===== src/rtl/unary_mult_scheduler.sv =====
// Shares one serial unary multiplier among NUM_REQ requesters (round-robin grant, thermometer feed, ones count).
// Latency: grant -> rsp_valid is 1 + U_BITS + DRAIN_CYCLES cycles; one job in flight at a time.
// Backpressure: rsp_valid/product/id hold until rsp_ready; no new grant (req_ready=0) until the response is taken.
//
// Ports:
//   clk, reset_n              clock, async active-low reset (synchronous release)
//   req_valid/req_a/req_b     per-requester request, operands packed [i*BIN_BITS +: BIN_BITS]
//   req_ready                 one-hot accept pulse, only ever asserted in IDLE
//   mult_a/mult_b/mult_valid  serial thermometer operands to the multiplier
//   mult_out                  serial unary product, counted only while draining
//   rsp_valid/rsp_product/rsp_id/rsp_ready  tagged binary result, valid/ready
//   perf_jobs/perf_stall      present only when UNARY_MULT_SCHED_PERF_EN is defined
module unary_mult_scheduler #(
  parameter int BIN_BITS     = 4,
  parameter int NUM_REQ      = 4,
  parameter int DRAIN_CYCLES = (1 << BIN_BITS) * ((1 << BIN_BITS) + 2)
) (
  input  logic                          clk,
  input  logic                          reset_n,
  input  logic [NUM_REQ-1:0]            req_valid,
  input  logic [NUM_REQ*BIN_BITS-1:0]   req_a,
  input  logic [NUM_REQ*BIN_BITS-1:0]   req_b,
  output logic [NUM_REQ-1:0]            req_ready,
  output logic                          mult_a,
  output logic                          mult_b,
  output logic                          mult_valid,
  input  logic                          mult_out,
  output logic                          rsp_valid,
  output logic [2*BIN_BITS-1:0]         rsp_product,
  output logic [$clog2(NUM_REQ)-1:0]    rsp_id,
  input  logic                          rsp_ready
`ifdef UNARY_MULT_SCHED_PERF_EN
  ,
  output logic [31:0]                   perf_jobs,
  output logic [31:0]                   perf_stall
`endif
);

  localparam int U_BITS  = 1 << BIN_BITS;
  localparam int ID_W    = $clog2(NUM_REQ);
  localparam int PROD_W  = 2 * BIN_BITS;
  localparam int CNT_MAX = (DRAIN_CYCLES > U_BITS) ? DRAIN_CYCLES : U_BITS;
  localparam int CNT_W   = $clog2(CNT_MAX + 1);
  localparam logic [PROD_W-1:0] PROD_SAT = '1;

  typedef enum logic [1:0] {S_IDLE, S_FEED, S_DRAIN, S_RESP} state_t;

  state_t              state_q, state_d;
  logic [CNT_W-1:0]    cnt_q, cnt_d;
  logic [PROD_W-1:0]   ones_q, ones_d;
  logic [BIN_BITS-1:0] a_q, a_d, b_q, b_d;
  logic [ID_W-1:0]     id_q, id_d;
  logic [ID_W-1:0]     ptr_q, ptr_d;

  // Round-robin pick: first valid requester at or after the pointer, wrapping.
  logic            gnt_found;
  logic [ID_W-1:0] gnt_idx;
  logic [ID_W-1:0] cand;

  always_comb begin
    gnt_found = 1'b0;
    gnt_idx   = '0;
    cand      = '0;
    for (int i = 0; i < NUM_REQ; i++) begin
      cand = ID_W'((int'(ptr_q) + i) % NUM_REQ);
      if (!gnt_found && req_valid[cand]) begin
        gnt_found = 1'b1;
        gnt_idx   = cand;
      end
    end
  end

  always_ff @(posedge clk or negedge reset_n) begin
    if (!reset_n) begin
      state_q <= S_IDLE;
      cnt_q   <= '0;
      ones_q  <= '0;
      a_q     <= '0;
      b_q     <= '0;
      id_q    <= '0;
      ptr_q   <= '0;
    end else begin
      state_q <= state_d;
      cnt_q   <= cnt_d;
      ones_q  <= ones_d;
      a_q     <= a_d;
      b_q     <= b_d;
      id_q    <= id_d;
      ptr_q   <= ptr_d;
    end
  end

  always_comb begin
    state_d     = state_q;
    cnt_d       = cnt_q;
    ones_d      = ones_q;
    a_d         = a_q;
    b_d         = b_q;
    id_d        = id_q;
    ptr_d       = ptr_q;
    req_ready   = '0;
    mult_valid  = 1'b0;
    mult_a      = 1'b0;
    mult_b      = 1'b0;
    rsp_valid   = 1'b0;
    rsp_product = '0;
    rsp_id      = '0;

    case (state_q)
      S_IDLE: begin
        if (gnt_found) begin
          // The state register is held in IDLE during reset; gating keeps the
          // accept pulse from leaking out while reset_n is low.
          req_ready[gnt_idx] = reset_n;
          a_d     = req_a[gnt_idx*BIN_BITS +: BIN_BITS];
          b_d     = req_b[gnt_idx*BIN_BITS +: BIN_BITS];
          id_d    = gnt_idx;
          ptr_d   = (gnt_idx == ID_W'(NUM_REQ - 1)) ? '0 : gnt_idx + ID_W'(1);
          cnt_d   = '0;
          ones_d  = '0;
          state_d = S_FEED;
        end
      end

      S_FEED: begin
        // Thermometer code, ones first: slot k carries (k < operand).
        mult_valid = 1'b1;
        mult_a     = (cnt_q < CNT_W'(a_q));
        mult_b     = (cnt_q < CNT_W'(b_q));
        if (cnt_q == CNT_W'(U_BITS - 1)) begin
          cnt_d   = '0;
          state_d = S_DRAIN;
        end else begin
          cnt_d = cnt_q + CNT_W'(1);
        end
      end

      S_DRAIN: begin
        if (mult_out && (ones_q != PROD_SAT)) begin
          ones_d = ones_q + PROD_W'(1);
        end
        if (cnt_q == CNT_W'(DRAIN_CYCLES - 1)) begin
          cnt_d   = '0;
          state_d = S_RESP;
        end else begin
          cnt_d = cnt_q + CNT_W'(1);
        end
      end

      S_RESP: begin
        rsp_valid   = 1'b1;
        rsp_product = ones_q;
        rsp_id      = id_q;
        if (rsp_ready) begin
          ones_d  = '0;
          state_d = S_IDLE;
        end
      end

      default: state_d = S_IDLE;
    endcase
  end

`ifdef UNARY_MULT_SCHED_PERF_EN
  logic [31:0] perf_jobs_q;
  logic [31:0] perf_stall_q;

  always_ff @(posedge clk or negedge reset_n) begin
    if (!reset_n) begin
      perf_jobs_q  <= '0;
      perf_stall_q <= '0;
    end else if (state_q == S_RESP) begin
      if (rsp_ready) begin
        perf_jobs_q <= perf_jobs_q + 32'd1;
      end else if (perf_stall_q != 32'hFFFF_FFFF) begin
        perf_stall_q <= perf_stall_q + 32'd1;
      end
    end
  end

  assign perf_jobs  = perf_jobs_q;
  assign perf_stall = perf_stall_q;
`endif

endmodule


===== config.mk =====
export PLATFORM = sky130hd
export DESIGN_NAME = unary_mult_scheduler
export DESIGN_NICKNAME = d
export VERILOG_FILES = /design/src/rtl/unary_mult_scheduler.sv
export SDC_FILE = /design/constraint.sdc
export NUM_CORES = 1
export LEC_CHECK = 0
export BUFFER_PORTS_ARGS = -buffer_cell sky130_fd_sc_hd__buf_2
export CELL_PAD_IN_SITES_DETAIL_PLACEMENT = 1
export CELL_PAD_IN_SITES_GLOBAL_PLACEMENT = 1
export CORE_ASPECT_RATIO = 0.9
export CORE_MARGIN = 1
export CORE_UTILIZATION = 40
export CTS_BUF_LIST = sky130_fd_sc_hd__clkbuf_2
export DETAILED_ROUTE_END_ITERATION = 8
export GPL_TIMING_DRIVEN = 0
export PLACE_DENSITY_LB_ADDON = 0.1
export SLEW_MARGIN = 10
export SYNTH_ARGS = -nofsm -noshare
export SYNTH_HDL_FRONTEND = slang
export SYNTH_SLANG_ARGS = --single-unit

===== constraint.sdc =====
create_clock -name clk -period 2.5 [get_ports clk]
set_input_delay 0.125 -clock clk [delete_from_list [all_inputs] [get_ports clk]]
set_output_delay 0.125 -clock clk [all_outputs]
set_load 0.01 [all_outputs]

==> impl_metrics.env <==
export IMPL_status="finished, final reports clean"
export IMPL_timing_hold_ws_ps=69.1
export IMPL_criticalPathCategory="register to output pin"
export IMPL_area_growth_syn_to_layout_pct=19.4
export IMPL_clk_latency_ps=380
export IMPL_slew_limit_headroom_pct=40.4
export IMPL_crit_fanout=10
export IMPL_synth_top_cells_by_area="dfrtp_1, ha_1, nand2_1"
export IMPL_nets=382
export IMPL_r2r_end="cnt_q[2]"
export IMPL_portBuffers=57
export IMPL_clk_pin_slew_ps=150
export IMPL_ctsHtreeMaxLevel=2
export IMPL_die_height_um=72.5
export IMPL_cts_buffer_depth=2
export IMPL_ir_worst_vdd_mv=0.142
export IMPL_rr_worst_depth=5
export IMPL_p_per_area_nw_per_um2=316
export IMPL_synth_cell_types=41
export IMPL_slew_violations=0
export IMPL_synth_top_family_by_area="simple AND/OR/NAND/NOR gates"
export IMPL_min_period_ps=2280
export IMPL_setup_tns_final_ps=0
export IMPL_fin_crit_sh_pct=91.2
export IMPL_avgSynthCellArea_um2=8.41
export IMPL_yosysSeqAreaShare_pct=35.1
export IMPL_crit_path_start="ptr_q[1]"
export IMPL_rsz0062_at_grt="false"
export IMPL_ios=58
export IMPL_worst_clock_skew_ps=20.1
export IMPL_avgRoutedWirePerCell_um=14.9
export IMPL_crit_arrival_ps=2150
export IMPL_grt_first_pass_wirelength_mm=10.1
export IMPL_ctsRootBufferMaster="clkbuf_2"
export IMPL_synth_simple_area_share_pct=25.0
export IMPL_first_iter_violations=87
export IMPL_hold_path_class="primary input to register"
export IMPL_die_w_um=80.4
export IMPL_numCtsBuffers=5
export IMPL_cap_violations=0
export IMPL_yosys_area_share_adder_pct=7.92
export IMPL_crit_required_ps=2380
export IMPL_start_util_pct=41.8
export IMPL_grt_overflow_total=0
export IMPL_setup_viol=0
export IMPL_startpoint_type="register"
export IMPL_finalHoldViolations=0
export IMPL_end_kind="output pin"
export IMPL_fmax_mhz=439
export IMPL_cts_tree="done"
export IMPL_route_detailed_drc=0
export IMPL_synth_area_leader_cell="dfrtp_1"
export IMPL_routabilityCongestion=0.852
export IMPL_grt_pass1_vias=2186
export IMPL_synthMuxAreaShare_pct=5.21
export IMPL_synth_top_area_share_pct=35.1
export IMPL_final_antenna_net_count=0
export IMPL_layout_common_cells="buf_2, nand2_1, dfrtp_1"
export IMPL_vias=2195
export IMPL_grtUsageTotal_pct=22.2
export IMPL_r2r_start="cnt_q[8]"
export IMPL_synth_seq_cells=31
export IMPL_place_hpwl_mm=4.67
export IMPL_yosys_warnings=0
export IMPL_antenna_found_initial=0
export IMPL_final_layout_size_suffix_gt1_share_pct=21.3
export IMPL_synth_compound_area_share_pct=22.9
export IMPL_die_area_um2=5830
export IMPL_dr_pass1_iters=4
export IMPL_min_to="b_q[3]"
export IMPL_wl_mm=5.88
export IMPL_min_path_cells=3
export IMPL_grt_max_degree=34
export IMPL_final_common_cell="buf_2"
export IMPL_leakage_nw=1.32
export IMPL_tightest_slew_ps=886
export IMPL_hold_start="req_b[7]"
export IMPL_syn_inst=263
export IMPL_antenna_cells=0
export IMPL_synth_area_um2=2210
export IMPL_core_um2=5290
export IMPL_post_cts_buffers=0
export IMPL_rows=25
export IMPL_r2r_slack_ps=260
export IMPL_synth_nets=317
export IMPL_yosys_area_share_xor_xnor_pct=0
export IMPL_clock_sinks=31
export IMPL_via_per_inst=5.56
==> cell usage after synthesis <==
cell	instances
nand2_1	33
dfrtp_1	31
o21ai_0	22
ha_1	14
and2_1	13
inv_1	13
and3_1	12
nor2_1	11
mux2i_1	10
clkbuf_1	9
nand3_1	9
a21boi_0	8
o211ai_1	8
a21o_1	7
a21oi_1	7
nand2b_1	7
nor3_1	7
o31ai_1	4
a211oi_1	3
a22o_1	3
nand4_1	3
nor2b_1	3
or4_1	3
a31oi_1	2
o211a_1	2
o21ai_1	2
o221ai_1	2
or3_1	2
a2bb2oi_1	1
a31o_2	1
buf_2	1
mux2_4	1
nand3b_1	1
nor3b_1	1
nor4_1	1
o21a_1	1
o22ai_1	1
o311ai_1	1
o31a_1	1
or2_0	1
or2_2	1
==> layout make-up <==
class / instances / area, um^2
buffer: 10 / 38.8
clock buffer: 5 / 25.0
clock inverter: 2 / 8.76
fill: 691 / 2650
inverter: 13 / 48.8
multi-input combinational: 209 / 1360
sequential: 31 / 776
tap: 67 / 83.8
timing repair buffer: 58 / 295
==> where the power goes <==
| group | leakage (nW) | switching [mW] | internal (mW) |
|---|---|---|---|
| combinational | 0.906 | 0.0481 | 0.0421 |
| sequential | 0.387 | 0 | 0.502 |
| clock | 0.0262 | 0.182 | 0.0591 |
==> flip-flops by register name, indices dropped and copies added (netlist names) <==
signal and cells:
id_q 2, b_q 4, state_q 2, ptr_q 2
a_q 4, ones_q 8, cnt_q 9
==> worst max-delay path by stage <==
stage          depth (start not counted)      endpoint  slack [ps]
3_3_place_gp                           7  req_ready[3]         250
3_5_place_dp                           7  req_ready[3]         230
5_1_grt                                6  req_ready[2]          70
2_1_floorplan                          5      cnt_q[6]         580
4_1_cts                                8  req_ready[3]         100
6_report                               8  req_ready[3]         220
==> layer usage <==
metal	share of wire [%]	routed length, um	track usage (%)
met1	48	2810	28.5
met4	1.1	66	6.15
met3	3.4	198	3.77
met2	48	2800	38.1
met5	0	0	0
==> worst max-delay path, stage by stage (launching register included) <==
cell      delay [ps]
dfrtp_1          470
nand2b_1         190
a21o_1           170
clkbuf_1         200
nand2_4          210
inv_1             80
ha_1             190
and3_1           140
buf_2            130
==> what timing repair did <==
action                                  CTS  global route
endpoints found under the setup margin    2             3
endpoints found under the hold margin    31             0
resized for setup                         2             2
hold buffers                              1             0
==> per-stage QoR <==
stage	util [%]	setup WS, ps	power (mW)	area [um^2]	instances
floorplan	-	578	0.547	2210	263
global placement	48.8	247	0.597	2580	387
detailed placement	48.8	230	0.600	2580	387
CTS	49.8	102	0.841	2630	395
global route	49.9	68.4	0.875	2640	395
finish	49.9	221	0.833	2640	395
==> cell families (layout without fill, tap and decap cells) <==
| kind of cell | after synthesis | after routing |
|---|---|---|
| buffers and inverters | 23 | 88 |
| adders and majority gates | 14 | 14 |
| muxes | 11 | 11 |
| AOI/OAI and AO/OA | 76 | 76 |
| and+or+nand+nor | 108 | 108 |
| DFF | 31 | 31 |
No activity file was read; power rests on OpenSTA's default activity.
